### src/rtl/opb_reg_pkg.sv
// Shared FSM encoding and STATUS word layout for the PPC-to-user OPB register.
package opb_reg_pkg;

  localparam logic [1:0] ST_IDLE = 2'd0;
  localparam logic [1:0] ST_ACK  = 2'd1;
  localparam logic [1:0] ST_HOLD = 2'd2;

  localparam int STATUS_COUNT_W     = 16;
  localparam int STATUS_PENDING_BIT = 16;

  // STATUS word in user bit order: [15:0] write count, [16] pending, rest zero.
  function automatic logic [31:0] status_word(input logic [STATUS_COUNT_W-1:0] count,
                                              input logic                      pending);
    logic [31:0] word;
    word                     = 32'h0000_0000;
    word[STATUS_COUNT_W-1:0] = count;
    word[STATUS_PENDING_BIT] = pending;
    return word;
  endfunction

endpackage

### src/rtl/opb_be_merge.sv
// Byte-enable merge in OPB bit order: byte k spans bits 8k..8k+7, enabled by be[k].
module opb_be_merge #(
  parameter int DWIDTH = 32
) (
  input  logic [0:DWIDTH-1]   old_word,
  input  logic [0:DWIDTH-1]   new_word,
  input  logic [0:DWIDTH/8-1] be,
  output logic [0:DWIDTH-1]   merged
);

  // Select each byte from the new word where its enable is set.
  always_comb begin
    merged = old_word;
    for (int k = 0; k < DWIDTH / 8; k++) begin
      if (be[k]) begin
        merged[8*k +: 8] = new_word[8*k +: 8];
      end else begin
        merged[8*k +: 8] = old_word[8*k +: 8];
      end
    end
  end

endmodule

### src/rtl/opb_register_ppc2user.sv
// OPB slave exposing one writable DATA word to user logic plus a read-only STATUS word
// (write count and pending flag); every hit is acked one cycle after it is sampled.
module opb_register_ppc2user
  import opb_reg_pkg::*;
#(
  parameter logic [31:0] C_BASEADDR    = 32'h0118_8200,
  parameter logic [31:0] C_HIGHADDR    = 32'h0118_82FF,
  parameter int          C_OPB_AWIDTH  = 32,
  parameter int          C_OPB_DWIDTH  = 32,
  parameter              C_FAMILY      = "virtex6",
  parameter logic [31:0] C_RESET_VALUE = 32'h0000_0000
) (
  input  logic                      OPB_Clk,
  input  logic                      OPB_Rst,
  input  logic [0:C_OPB_AWIDTH-1]   OPB_ABus,
  input  logic [0:C_OPB_DWIDTH/8-1] OPB_BE,
  input  logic [0:C_OPB_DWIDTH-1]   OPB_DBus,
  input  logic                      OPB_RNW,
  input  logic                      OPB_select,
  input  logic                      OPB_seqAddr,
  output logic [0:C_OPB_DWIDTH-1]   Sl_DBus,
  output logic                      Sl_xferAck,
  output logic                      Sl_errAck,
  output logic                      Sl_retry,
  output logic                      Sl_toutSup,
  output logic [31:0]               user_data_out,
  output logic                      user_data_valid,
  input  logic                      user_ack
);

  localparam int BE_W = C_OPB_DWIDTH / 8;
  localparam int unused_family_len = $bits(C_FAMILY);

  logic [1:0]                state_r;
  logic [1:0]                state_nxt_s;
  logic                      hit_s;
  logic [C_OPB_AWIDTH-1:0]   offset_s;
  logic                      status_sel_r;
  logic                      rnw_r;
  logic [0:BE_W-1]           be_r;
  logic [0:C_OPB_DWIDTH-1]   wdata_r;
  logic [0:C_OPB_DWIDTH-1]   data_r;
  logic [0:C_OPB_DWIDTH-1]   merged_s;
  logic [0:C_OPB_DWIDTH-1]   read_word_s;
  logic [STATUS_COUNT_W-1:0] write_count_r;
  logic                      pending_r;
  logic                      valid_r;
  logic                      commit_s;
  logic                      unused_s;

  assign hit_s    = OPB_select && (OPB_ABus >= C_BASEADDR) && (OPB_ABus <= C_HIGHADDR);
  assign offset_s = OPB_ABus - C_BASEADDR;
  assign unused_s = ^{OPB_seqAddr, offset_s[C_OPB_AWIDTH-1:3], offset_s[1:0]};

  // Only a DATA write with at least one enabled byte changes any user-visible state.
  assign commit_s = (state_r == ST_ACK) && !rnw_r && !status_sel_r && (|be_r);

  opb_be_merge #(.DWIDTH(C_OPB_DWIDTH)) u_be_merge (
    .old_word (data_r),
    .new_word (wdata_r),
    .be       (be_r),
    .merged   (merged_s)
  );

  // Next-state logic: an accepted hit always runs IDLE -> ACK -> HOLD -> IDLE.
  always_comb begin
    state_nxt_s = state_r;
    case (state_r)
      ST_IDLE: begin
        if (hit_s) begin
          state_nxt_s = ST_ACK;
        end else begin
          state_nxt_s = ST_IDLE;
        end
      end
      ST_ACK:  state_nxt_s = ST_HOLD;
      ST_HOLD: state_nxt_s = ST_IDLE;
      default: state_nxt_s = ST_IDLE;
    endcase
  end

  // FSM state register.
  always_ff @(posedge OPB_Clk) begin
    if (OPB_Rst) begin
      state_r <= ST_IDLE;
    end else begin
      state_r <= state_nxt_s;
    end
  end

  // Capture the request on the accepting edge so the bus may change during ACK.
  always_ff @(posedge OPB_Clk) begin
    if (OPB_Rst) begin
      status_sel_r <= 1'b0;
      rnw_r        <= 1'b1;
      be_r         <= '0;
      wdata_r      <= '0;
    end else if ((state_r == ST_IDLE) && hit_s) begin
      status_sel_r <= offset_s[2];
      rnw_r        <= OPB_RNW;
      be_r         <= OPB_BE;
      wdata_r      <= OPB_DBus;
    end else begin
      status_sel_r <= status_sel_r;
      rnw_r        <= rnw_r;
      be_r         <= be_r;
      wdata_r      <= wdata_r;
    end
  end

  // Commit DATA writes at the end of ACK; a coincident user_ack loses to the new write.
  always_ff @(posedge OPB_Clk) begin
    if (OPB_Rst) begin
      data_r        <= C_RESET_VALUE;
      write_count_r <= '0;
      pending_r     <= 1'b0;
      valid_r       <= 1'b0;
    end else if (commit_s) begin
      data_r        <= merged_s;
      write_count_r <= write_count_r + 16'd1;
      pending_r     <= 1'b1;
      valid_r       <= 1'b1;
    end else begin
      valid_r <= 1'b0;
      if (user_ack) begin
        pending_r <= 1'b0;
      end else begin
        pending_r <= pending_r;
      end
    end
  end

  // Read mux driven onto the OR-bus only while acking a read.
  always_comb begin
    if (status_sel_r) begin
      read_word_s = status_word(write_count_r, pending_r);
    end else begin
      read_word_s = data_r;
    end
    if ((state_r == ST_ACK) && rnw_r) begin
      Sl_DBus = read_word_s;
    end else begin
      Sl_DBus = '0;
    end
  end

  assign Sl_xferAck      = (state_r == ST_ACK);
  assign Sl_errAck       = 1'b0;
  assign Sl_retry        = 1'b0;
  assign Sl_toutSup      = 1'b0;
  assign user_data_out   = data_r;
  assign user_data_valid = valid_r;

endmodule

### config.mk
export PLATFORM = sky130hd
export DESIGN_NAME = opb_register_ppc2user
export DESIGN_NICKNAME = d
export VERILOG_FILES = /design/src/rtl/opb_reg_pkg.sv /design/src/rtl/opb_be_merge.sv /design/src/rtl/opb_register_ppc2user.sv
export SDC_FILE = /design/constraint.sdc
export NUM_CORES = 1
export LEC_CHECK = 0
export CORE_AREA = 2 2 99 101
export CTS_CLUSTER_SIZE = 10
export DETAILED_ROUTE_END_ITERATION = 10
export DIE_AREA = 0 0 101 103
export PLACE_DENSITY_LB_ADDON = 0.25
export REMOVE_ABC_BUFFERS = 1
export SYNTH_ARGS = -nofsm -noshare
export SYNTH_HDL_FRONTEND = slang
export SYNTH_SLANG_ARGS = --single-unit
### constraint.sdc
create_clock -name OPB_Clk -period 6.1 [get_ports OPB_Clk]
set_clock_uncertainty 0.1 [all_clocks]
set_input_delay 0.915 -clock OPB_Clk [delete_from_list [all_inputs] [get_ports OPB_Clk]]
set_output_delay 0.915 -clock OPB_Clk [all_outputs]
set_load 0.02 [all_outputs]
==> Word-level counts from Yosys, hierarchy flattened <==
Cells that the tools add are included.
{ "totals": {"reg_bits": 90, "input_bits": 74, "out_inout_bits": 69, "wordCells": 40} }
{ "classes": {"addsub": 2, "order_cmp": 2, "eq_ne": 1, "n_mux": 7, "reduce_logical": 16} }
{ "ops": {"columns": ["op", "count"], "rows": [
  ["$mux 32", 2],
  ["$ge 32x25->1 const B", 1],
  ["$le 32x25->1 const B", 1],
  ["$add 16x1->16 const B", 1],
  ["$reduce_and 2->1", 4],
  ["$logic_and 1x1->1", 7],
  ["$mux 1", 4],
  ["$pmux 2 s2", 1],
  ["$reduce_or 4->1", 1],
  ["$sub 3x1->3 const B", 1],
  ["$eq 2x1->1 const B", 1],
  ["$logic_not 1->1", 2],
  ["$logic_not 2->1", 1],
  ["$reduce_bool 2->1", 1]
]} }

==> Longest topological paths before layout <==
Gate-level depths: netlist (run 1).
{ "logic_depth": {"ltp_word": 5, "depth_mapped": 6, "ltp_nobuf": 5} }

==> Cells and area by module <==
Synthesis (run 1) repeated with hierarchy kept, for this count alone.
{ "hier_totals": {"hier_cells": 516, "area_unflattened_um2": 4642.0} }
{ "by_module_without_submodules": {"columns": ["mod", "n_inst", "cells_each", "area_per_inst_um2"], "rows": [
  ["opb_register_ppc2user", 1, 480, 4116.4],
  ["opb_be_merge", 1, 36, 525.5]
]} }

==> Worst setup path after synthesis (run 1) <==
No wires, ideal clock.
{ "synth_path": {"kind": "reg2out", "from": "register state_r[0]", "to": "output Sl_DBus[10] (netlist bit)", "arrival_time_ns": 1.671, "path_slack_ns": 3.414, "path_stages_with_launch": 6, "cell_sequence": "dfxtp_1 nor2b_1 nand2_1 nor2_1 clkbuf_1 and2_1"} }
{ "synth_between": {"elab_chain_len": 3} }
{ "synth_rtl": {"columns": ["element", "line", "rtl"], "rows": [
  ["from (decl)", "opb_register_ppc2user.sv:34", "logic [1:0] state_r;"],
  ["from (signal assigned)", "opb_register_ppc2user.sv:87", "state_r <= state_nxt_s;"],
  ["$eq 2x1->1", null, null],
  ["named net Sl_xferAck", "opb_register_ppc2user.sv:22", "output logic Sl_xferAck,"],
  ["$logic_and 1x1->1", "opb_register_ppc2user.sv:140", "if ((state_r == ST_ACK) && rnw_r) begin"],
  ["$mux 32", "opb_register_ppc2user.sv:140", null],
  ["to (decl)", "opb_register_ppc2user.sv:21", "output logic [0:C_OPB_DWIDTH-1] Sl_DBus,"]
]} }
The timed path passes the listed nets, and every way through them passes these cells.

==> Final worst setup path (run 1) <==
{ "layout_path": {"from": "register state_r[0]", "to": "output Sl_DBus[7] (netlist bit)"} }
{ "layout_between": {"elab_chain_len": 3} }
{ "layout_rtl": {"columns": ["element", "line"], "rows": [
  ["$eq 2x1->1", "opb_register_ppc2user.sv:140"],
  ["$logic_and 1x1->1", "opb_register_ppc2user.sv:140"],
  ["$mux 32", "opb_register_ppc2user.sv:140"]
]} }
No other way between the ends.

==> impl_metrics.yaml, run 1 <==
clock_network:
  cts_resized: 0
  post_cts_buffers: 0
  numCtsBuffers: 9
  clock_path_buffers: 2
  clock_sinks: 90
  path_clk_slew_ns: 0.10
  clk-insertion-delay-late_ns: 0.35
  hold_buffers: 0
  h-tree-depth: 3
  root_buffer: "clkbuf_8"
  cts_tree: "done"
critical_path:
  cp_slowest_cell: "nor2_1"
  crit_chain: "nor2b_1, nand2_1, buf_4, nor2_1, and2_1, clkdlybuf4s50_1"
  slowest_delay_ns: 0.66
  cp_max_fo: 18
  rr_worst_depth: 5
  cp_data_required_time_ns: 5.08
  cp-end-kind: "output port"
  arrival_ns: 2.71
  cp-start-kind: "flip-flop"
  critPathKind: "flip-flop to output port"
timing:
  slew_headroom_pct: 30.08
  setup_ws_ns: 2.370
  final_max_slew_viol_count: 0
  hold_viol: 0
  grt_setup_unrepaired: "no"
  tns_ns: 0
  finalSetupViolations: 0
  period_needed_ns: 3.730
  fmax_mhz: 268.1
  tightest_slew_ns: 1.039
  timing.final.crit_share_pct: 61.14
grt:
  met1_usage_pct: 23.41
  gr-max-usage-layer: "met2"
  grt_pass1_vias: 3470
  grt_use_met2_pct: 34.56
  use_met3_pct: 4.475
  grt_pass1_wl_um: 16270
  grt_use_total_pct: 19.48
  grt_max_degree: 130
  gr-total-overflow: 0
  antenna_found_initial: 0
drt:
  vias: 3672
  first_iter_violations: 117
  drc: 0
  postRouteAntennaNets: 0
  wirelength_um: 10060
  wire_per_inst_um: 14.19
  viasPerCell: 5.179
  drt_pass1_iterations: 5
synth:
  yosysSeqAreaShare_pct: 43.81
  yosysWarnings: 0
  synth_top_area_share_pct: 43.81
  synth_area_um2: 4113
  synth_cells: 477
  ys.flop_type: "dfxtp_1"
  yosysTopAreaCell: "dfxtp_1"
  synth_seq_cells: 90
  synth_area_per_cell_um2: 8.622
  yosys-top-cells-area: "dfxtp_1 44%, mux2i_1 13%, nand2b_1 12%"
  synth.distinct_cells: 33
  synth-edff-count: 0
  synth_async_sr_flop_share_pct: 0
finish:
  diodes: 0
  area_growth_pct: 37.91
  nNetsFinal: 665
  seqCellArea_um2: 1802
  layout_commonest_cell: "clkdlybuf4s50_1"
  fill_cells: 856
  drive_gt1_share_pct: 4.202
  stdcell_count: 709
  final_cell_mix: "130 x clkdlybuf4s50_1, 90 x dfxtp_1, 76 x nand2b_1"
  multi_input_area_um2: 2175
die:
  core_area_um2: 9459
  core.rowCount: 36
  fp.dieArea_um2: 10400
  initial_core_util_pct: 43.48
  die_h_um: 103
  io_pins: 143
  die_w_um: 101
pwr:
  ir_drop_v: 0.00009652
  power_density_nw_per_um2: 188.5
  p_leak_uw: 0.001765
placement:
  gp_congestion: 0.7737
  dp.cells: 693
  pre_cts_ws_ns: 2.690
  port-buffer-count: 131
  dp_hpwl_um: 6721
hold_path:
  hold_path.class: "flip-flop to flip-flop"
  min_path_cells: 2
run_status:
  status: "finished clean"
job:
  maxCapViolations: 0
final timing paths:
path	startpoint	endpoint	slack, ns
setup / recovery	state_r[0]	Sl_DBus[7]	2.37
hold / removal	wdata_r[31]	user_data_out[0]	0.36
setup reg to reg	status_sel_r	write_count_r[14]	3.50
hold reg to reg	wdata_r[31]	user_data_out[0]	0.36
through the flow:
step | utilization [%] | hold slack (ns) | total power, uW | area (um^2)
final | 59.96 | 0.3624 | 1069 | 5672
after global routing | 59.96 | 0.3748 | 1110 | 5672
after CTS | 59.96 | 0.3639 | 1082 | 5672
after detailed placement | 57.82 | 0.3549 | 669.8 | 5469
after global placement | 57.82 | 0.3486 | 668.9 | 5469
after floorplan | - | 0.3379 | 617.1 | 3974
final cells by class:
cell class,count,share of cell area [%]
Multi-Input combinational cell,351,38.34
Sequential cell,90,31.77
Timing Repair Buffer,135,23.60
Tap cell,114,2.515
Clock buffer,10,2.427
Clock inverter,6,1.147
Inverter,3,0.1985
layer usage:
layer / share of wire, % / wire, um
met5: 0 / 0
met4: 1.3 / 133
met3: 5.4 / 541
met2: 50 / 5000
met1: 44 / 4388
Yosys cell counts (all sizes together) (4+ instances only):
cell	n
nand2	43
nand2b	76
clkbuf	26
mux2i	55
nor2	30
or4	4
and2	15
or3	6
o21ai	6
dfxtp	90
nand3	39
a21oi	42
buf	9
xnor2	5
nor4b	5
nor4	6
report_power, final:
part / total [uW] / internal, uW / switching [uW]
clock: 414 / 201 / 212
sequential: 587 / 587 / 0.0000145
combinational: 68.6 / 47.6 / 21.1
total: 1070 / 836 / 233
flip-flops by register name, summed over array words and instances, names as in the netlist:
signal           flops
user_data_out       32
wdata_r             32
write_count_r       16
be_r                 4
state_r              2
pending_r            1
rnw_r                1
status_sel_r         1
user_data_valid      1
worst max-delay path: cells and delay by family (launching register included):
kind	cells	cell delay (ns)
flip-flops	1	0.38
AND/OR/NAND/NOR	4	1.16
buffers and inverters	2	0.82
cell families (layout without fill, tap and decap cells):
group                    Yosys count  after routing  synth area share, %
flip-flops                        90             90                43.81
multiplexers                      55             55                13.39
AND/OR/NAND/NOR                  234            234                30.67
XOR/XNOR                           7              7                1.491
other                              1              3              0.09118
AO/OA/AOI/OAI                     51             51                6.419
buffers and inverters             38            154                3.833
adder cells (fa/ha/maj)            1              1               0.3042
Power figures use the tool's default switching activity.
==> run 2: changes to the inputs <==
==> constraint.sdc (replaced) <==
create_clock -name OPB_Clk -period 3.8 [get_ports OPB_Clk]
set_clock_uncertainty 0.1 [all_clocks]
set_input_delay 0.57 -clock OPB_Clk [delete_from_list [all_inputs] [get_ports OPB_Clk]]
set_output_delay 0.57 -clock OPB_Clk [all_outputs]
set_load 0.02 [all_outputs]
==> impl_metrics.yaml, run 2 (same netlist as run 1, synthesis figures left out) <==
run_status:
  status: "finished clean"
grt:
  use_met3_pct: 4.814
  grt_pass1_vias: 3455
  grt_use_total_pct: 19.93
  grt_use_met2_pct: 34.36
  gr-total-overflow: 0
  gr-max-usage-layer: "met2"
  met1_usage_pct: 24.89
  grt_pass1_wl_um: 16550
  grt_max_degree: 106
  antenna_found_initial: 0
drt:
  wire_per_inst_um: 14.40
  first_iter_violations: 110
  drt_pass1_iterations: 4
  wirelength_um: 10300
  viasPerCell: 5.108
  vias: 3652
  drc: 0
  postRouteAntennaNets: 0
finish:
  final_cell_mix: "130 x clkdlybuf4s50_1, 90 x dfxtp_1, 76 x nand2b_1"
  layout_commonest_cell: "clkdlybuf4s50_1"
  area_growth_pct: 38.67
  drive_gt1_share_pct: 5.158
  postLayoutCellArea_um2: 5703
  nNetsFinal: 671
  diodes: 0
hold_path:
  hold_path.class: "flip-flop to flip-flop"
  hold_start: "wdata_r[27]"
  min_path_cells: 2
  min_to: "user_data_out[4]"
critical_path:
  critPathKind: "flip-flop to output port"
  cp_max_fo: 18
  cp-start-kind: "flip-flop"
  r2r_start: "status_sel_r"
  rr_worst_depth: 4
  regToRegEndpoint: "write_count_r[12]"
  reg2reg_slack_ns: 1.21
  arrival_ns: 2.28
  cp_data_required_time_ns: 3.13
  cp-end-kind: "output port"
timing:
  timing.final.crit_share_pct: 77.55
  fmax_mhz: 339.3
  tightest_slew_ns: 0.9262
  grt_setup_unrepaired: "no"
  hold_viol: 0
  finalSetupViolations: 0
  period_needed_ns: 2.947
  slew_headroom_pct: 37.68
  final_max_slew_viol_count: 0
pwr:
  power_density_nw_per_um2: 293.0
  p_leak_uw: 0.001786
  total_power_uw: 1671
  ir_drop_v: 0.0001764
die:
  die_h_um: 103
  initial_core_util_pct: 43.48
  core_area_um2: 9459
  core.rowCount: 36
  io_pins: 143
  die_w_um: 101
  fp.dieArea_um2: 10400
clock_network:
  numCtsBuffers: 9
  post_cts_buffers: 0
  clk-insertion-delay-late_ns: 0.35
  hold_buffers: 0
  path_clk_slew_ns: 0.09
  root_buffer: "clkbuf_8"
  clock_path_buffers: 2
  clock_sinks: 90
  cts_resized: 0
  h-tree-depth: 3
  cts_tree: "done"
job:
  maxCapViolations: 0
placement:
  dp_hpwl_um: 7053
  gp_congestion: 0.7759
  dpl_cell_area_um2: 5514
  port-buffer-count: 131
run 2: layer usage:
metal  vias up  wire [um]
met2        98       5045
li1       1846          -
met1      1697       4551
met4         0        117
met3        11        582
met5         -          0
run 2: stage by stage:
stage	utilization [%]	setup WS, ns	hold WS [ns]	setup TNS (ns)	instances
after global placement	58.29	1.126	0.3485	0	699
after detailed placement	58.29	1.095	0.3568	0	699
after floorplan	-	-1.034	0.3379	-37.28	444
after CTS	60.29	0.7879	0.3712	0	715
final	60.29	0.8530	0.3656	0	715
after global routing	60.29	0.6628	0.3835	0	715
run 2: how the worst max path moves through the flow:
stage                       from               end  slack [ns]  cells past startpoint
global route          state_r[0]        Sl_DBus[9]        0.66                      7
detailed placement   OPB_ABus[9]       wdata_r[15]        1.09                      6
CTS                   state_r[0]        Sl_DBus[9]        0.79                      7
floorplan           status_sel_r  user_data_out[0]       -1.03                      4
finish                state_r[0]        Sl_DBus[9]        0.85                      7
global placement     OPB_ABus[9]       wdata_r[15]        1.13                      6
run 2: critical path, stage by stage (launching register included):
cell and delay [ns]:
dfxtp_1 0.37, nor2b_1 0.21, nand2_1 0.08, buf_4 0.20, nor2_1 0.11, buf_4 0.20, and2_1 0.15, clkdlybuf4s50_1 0.61
run 2: layout make-up:
cell class                      count  area (um^2)
Clock buffer                       11        151.4
Clock inverter                      5        37.54
Fill cell                         843         3756
Inverter                            3        11.26
Multi-Input combinational cell    351         2175
Sequential cell                    90         1802
Tap cell                          114        142.6
Timing Repair Buffer              141         1384
run 2: report_power, final:
part | internal, uW | leakage, uW | switching, uW
clock | 276 | 0.0000919 | 342
combinational | 76.8 | 0.000970 | 34.3
sequential | 942 | 0.000724 | 0.0000263
total | 1290 | 0.00179 | 376
==> run 3: changes to the inputs <==
--- a/config.mk
+++ b/config.mk
@@ -5,10 +5,10 @@
 export SDC_FILE = /design/constraint.sdc
 export NUM_CORES = 1
 export LEC_CHECK = 0
-export CORE_AREA = 2 2 99 101
+export CORE_AREA = 2 2 104 106
 export CTS_CLUSTER_SIZE = 10
 export DETAILED_ROUTE_END_ITERATION = 10
-export DIE_AREA = 0 0 101 103
+export DIE_AREA = 0 0 106 108
 export PLACE_DENSITY_LB_ADDON = 0.25
 export REMOVE_ABC_BUFFERS = 1
 export SYNTH_ARGS = -nofsm -noshare
==> constraint.sdc (replaced) <==
create_clock -name OPB_Clk -period 2.7 [get_ports OPB_Clk]
set_clock_uncertainty 0.1 [all_clocks]
set_input_delay 0.405 -clock OPB_Clk [delete_from_list [all_inputs] [get_ports OPB_Clk]]
set_output_delay 0.405 -clock OPB_Clk [all_outputs]
set_load 0.02 [all_outputs]
==> impl_metrics.yaml, run 3 (same netlist as run 1, synthesis figures left out) <==
run_status:
  status: "finished clean"
finish:
  final_cell_mix: "115 x clkdlybuf4s50_1, 90 x dfxtp_1, 76 x nand2b_1"
  postLayoutCellArea_um2: 5789
  stdcell_count: 740
  layout_commonest_cell: "clkdlybuf4s50_1"
  area_growth_pct: 40.77
  fill_cells: 931
  nNetsFinal: 674
  drive_gt1_share_pct: 5.464
  diodes: 0
clock_network:
  clock_sinks: 90
  hold_buffers: 0
  path_clk_slew_ns: 0.09
  h-tree-depth: 3
  clk-insertion-delay-late_ns: 0.34
  root_buffer: "clkbuf_8"
  numCtsBuffers: 9
  clock_path_buffers: 2
  cts_tree: "done"
timing:
  final_max_slew_viol_count: 0
  finalSetupViolations: 0
  slew_headroom_pct: 57.28
  period_needed_ns: 2.577
  grt_setup_unrepaired: "no"
  tns_ns: 0
  fmax_mhz: 388.0
  timing.final.crit_share_pct: 95.45
  tightest_slew_ns: 0.6349
  hold_viol: 0
placement:
  port-buffer-count: 131
  dp.cells: 724
  dp_hpwl_um: 7198
  gp_congestion: 0.8035
  dpl_cell_area_um2: 5589
pwr:
  ir_drop_v: 0.0002286
  power_density_nw_per_um2: 429.7
  p_leak_uw: 0.001899
grt:
  gr-total-overflow: 0
  grt_pass1_wl_um: 16300
  grt_pass1_vias: 3488
  grt_use_total_pct: 17.70
  antenna_found_initial: 0
  grt_max_degree: 72
critical_path:
  critPathKind: "flip-flop to output port"
  arrival_ns: 2.07
  cp-start-kind: "flip-flop"
  slowest_delay_ns: 0.63
  cp_slowest_cell: "clkdlybuf4s50_1"
  path_buf_inv: 2
  cp_data_required_time_ns: 2.19
  cp_max_fo: 17
  crit_chain: "nor2b_1, nand2_1, buf_4, nor2_1, clkdlybuf4s50_1"
  crit_family: "buffers and inverters"
  cp-end-kind: "output port"
drt:
  wire_per_inst_um: 13.68
  postRouteAntennaNets: 0
  drc: 0
  viasPerCell: 4.849
  first_iter_violations: 109
  vias: 3588
  drt_pass1_iterations: 4
  wirelength_um: 10130
die:
  io_pins: 143
  initial_core_util_pct: 40.20
  core_area_um2: 10230
  core.rowCount: 37
  fp.dieArea_um2: 11450
  die_w_um: 106
  die_h_um: 108
hold_path:
  hold_path.class: "primary input to flip-flop"
job:
  maxCapViolations: 0
==> run 3: per-stage QoR <==
step	utilization [%]	setup WS [ns]	power (uW)	hold slack [ns]
6_report	56.59	0.1229	2488	0.3415
5_1_grt	56.59	0.006677	2580	0.3586
3_3_place_gp	54.63	0.4085	1516	0.3494
4_1_cts	56.59	0.08315	2511	0.3347
2_1_floorplan	-	-2.134	1394	0.3379
3_5_place_dp	54.63	0.3694	1517	0.3565
==> run 3: final cells by class <==
cell class	instances	area (um^2)	area share [%]
sequential	90	1802	31.12
clock inverter	5	77.57	1.340
timing repair buffer	144	1413	24.40
clock buffer	11	141.4	2.442
multi-input combinational	351	2175	37.56
tap	136	170.2	2.939
inverter	3	11.26	0.1945
==> run 3: power breakdown <==
part,internal (uW),total (uW),switching [uW]
Sequential,1330,1330,0.0000217
Combinational,111,159,48.3
Clock,544,1000,459
==> run 3: worst reg2reg max path: cells and delay by family, from the launching register on <==
| kind | cells | cell delay [ns] |
|---|---|---|
| flip-flops | 1 | 0.35 |
| AND/OR/NAND/NOR | 3 | 1.69 |
| AO/OA/AOI/OAI | 1 | 0.15 |
==> run 3: per-layer routing <==
layer / track usage, % / part of all wire (%) / vias up
met2: 30.83 / 49 / 91
met5: 0 / 0 / -
met1: 21.94 / 45 / 1637
met4: 5.075 / 0.87 / 0
li1: - / - / 1850
met3: 4.159 / 5.4 / 10
==> run 3: path summary, 6_finish.rpt <==
check / slack (ns) / end / cells past startpoint / from
max: 0.12 / Sl_DBus[31] / 5 / state_r[0]
max reg2reg: 0.35 / write_count_r[15] / 4 / rnw_r
min: 0.34 / user_data_valid / 2 / OPB_Rst
min reg2reg: 0.36 / user_data_out[21] / 2 / wdata_r[10]
==> run 3: timing repair <==
item | CTS | global route
endpoints found under the setup margin | 15 | 0
buffers inserted | 0 | 0
resized for setup | 15 | 0
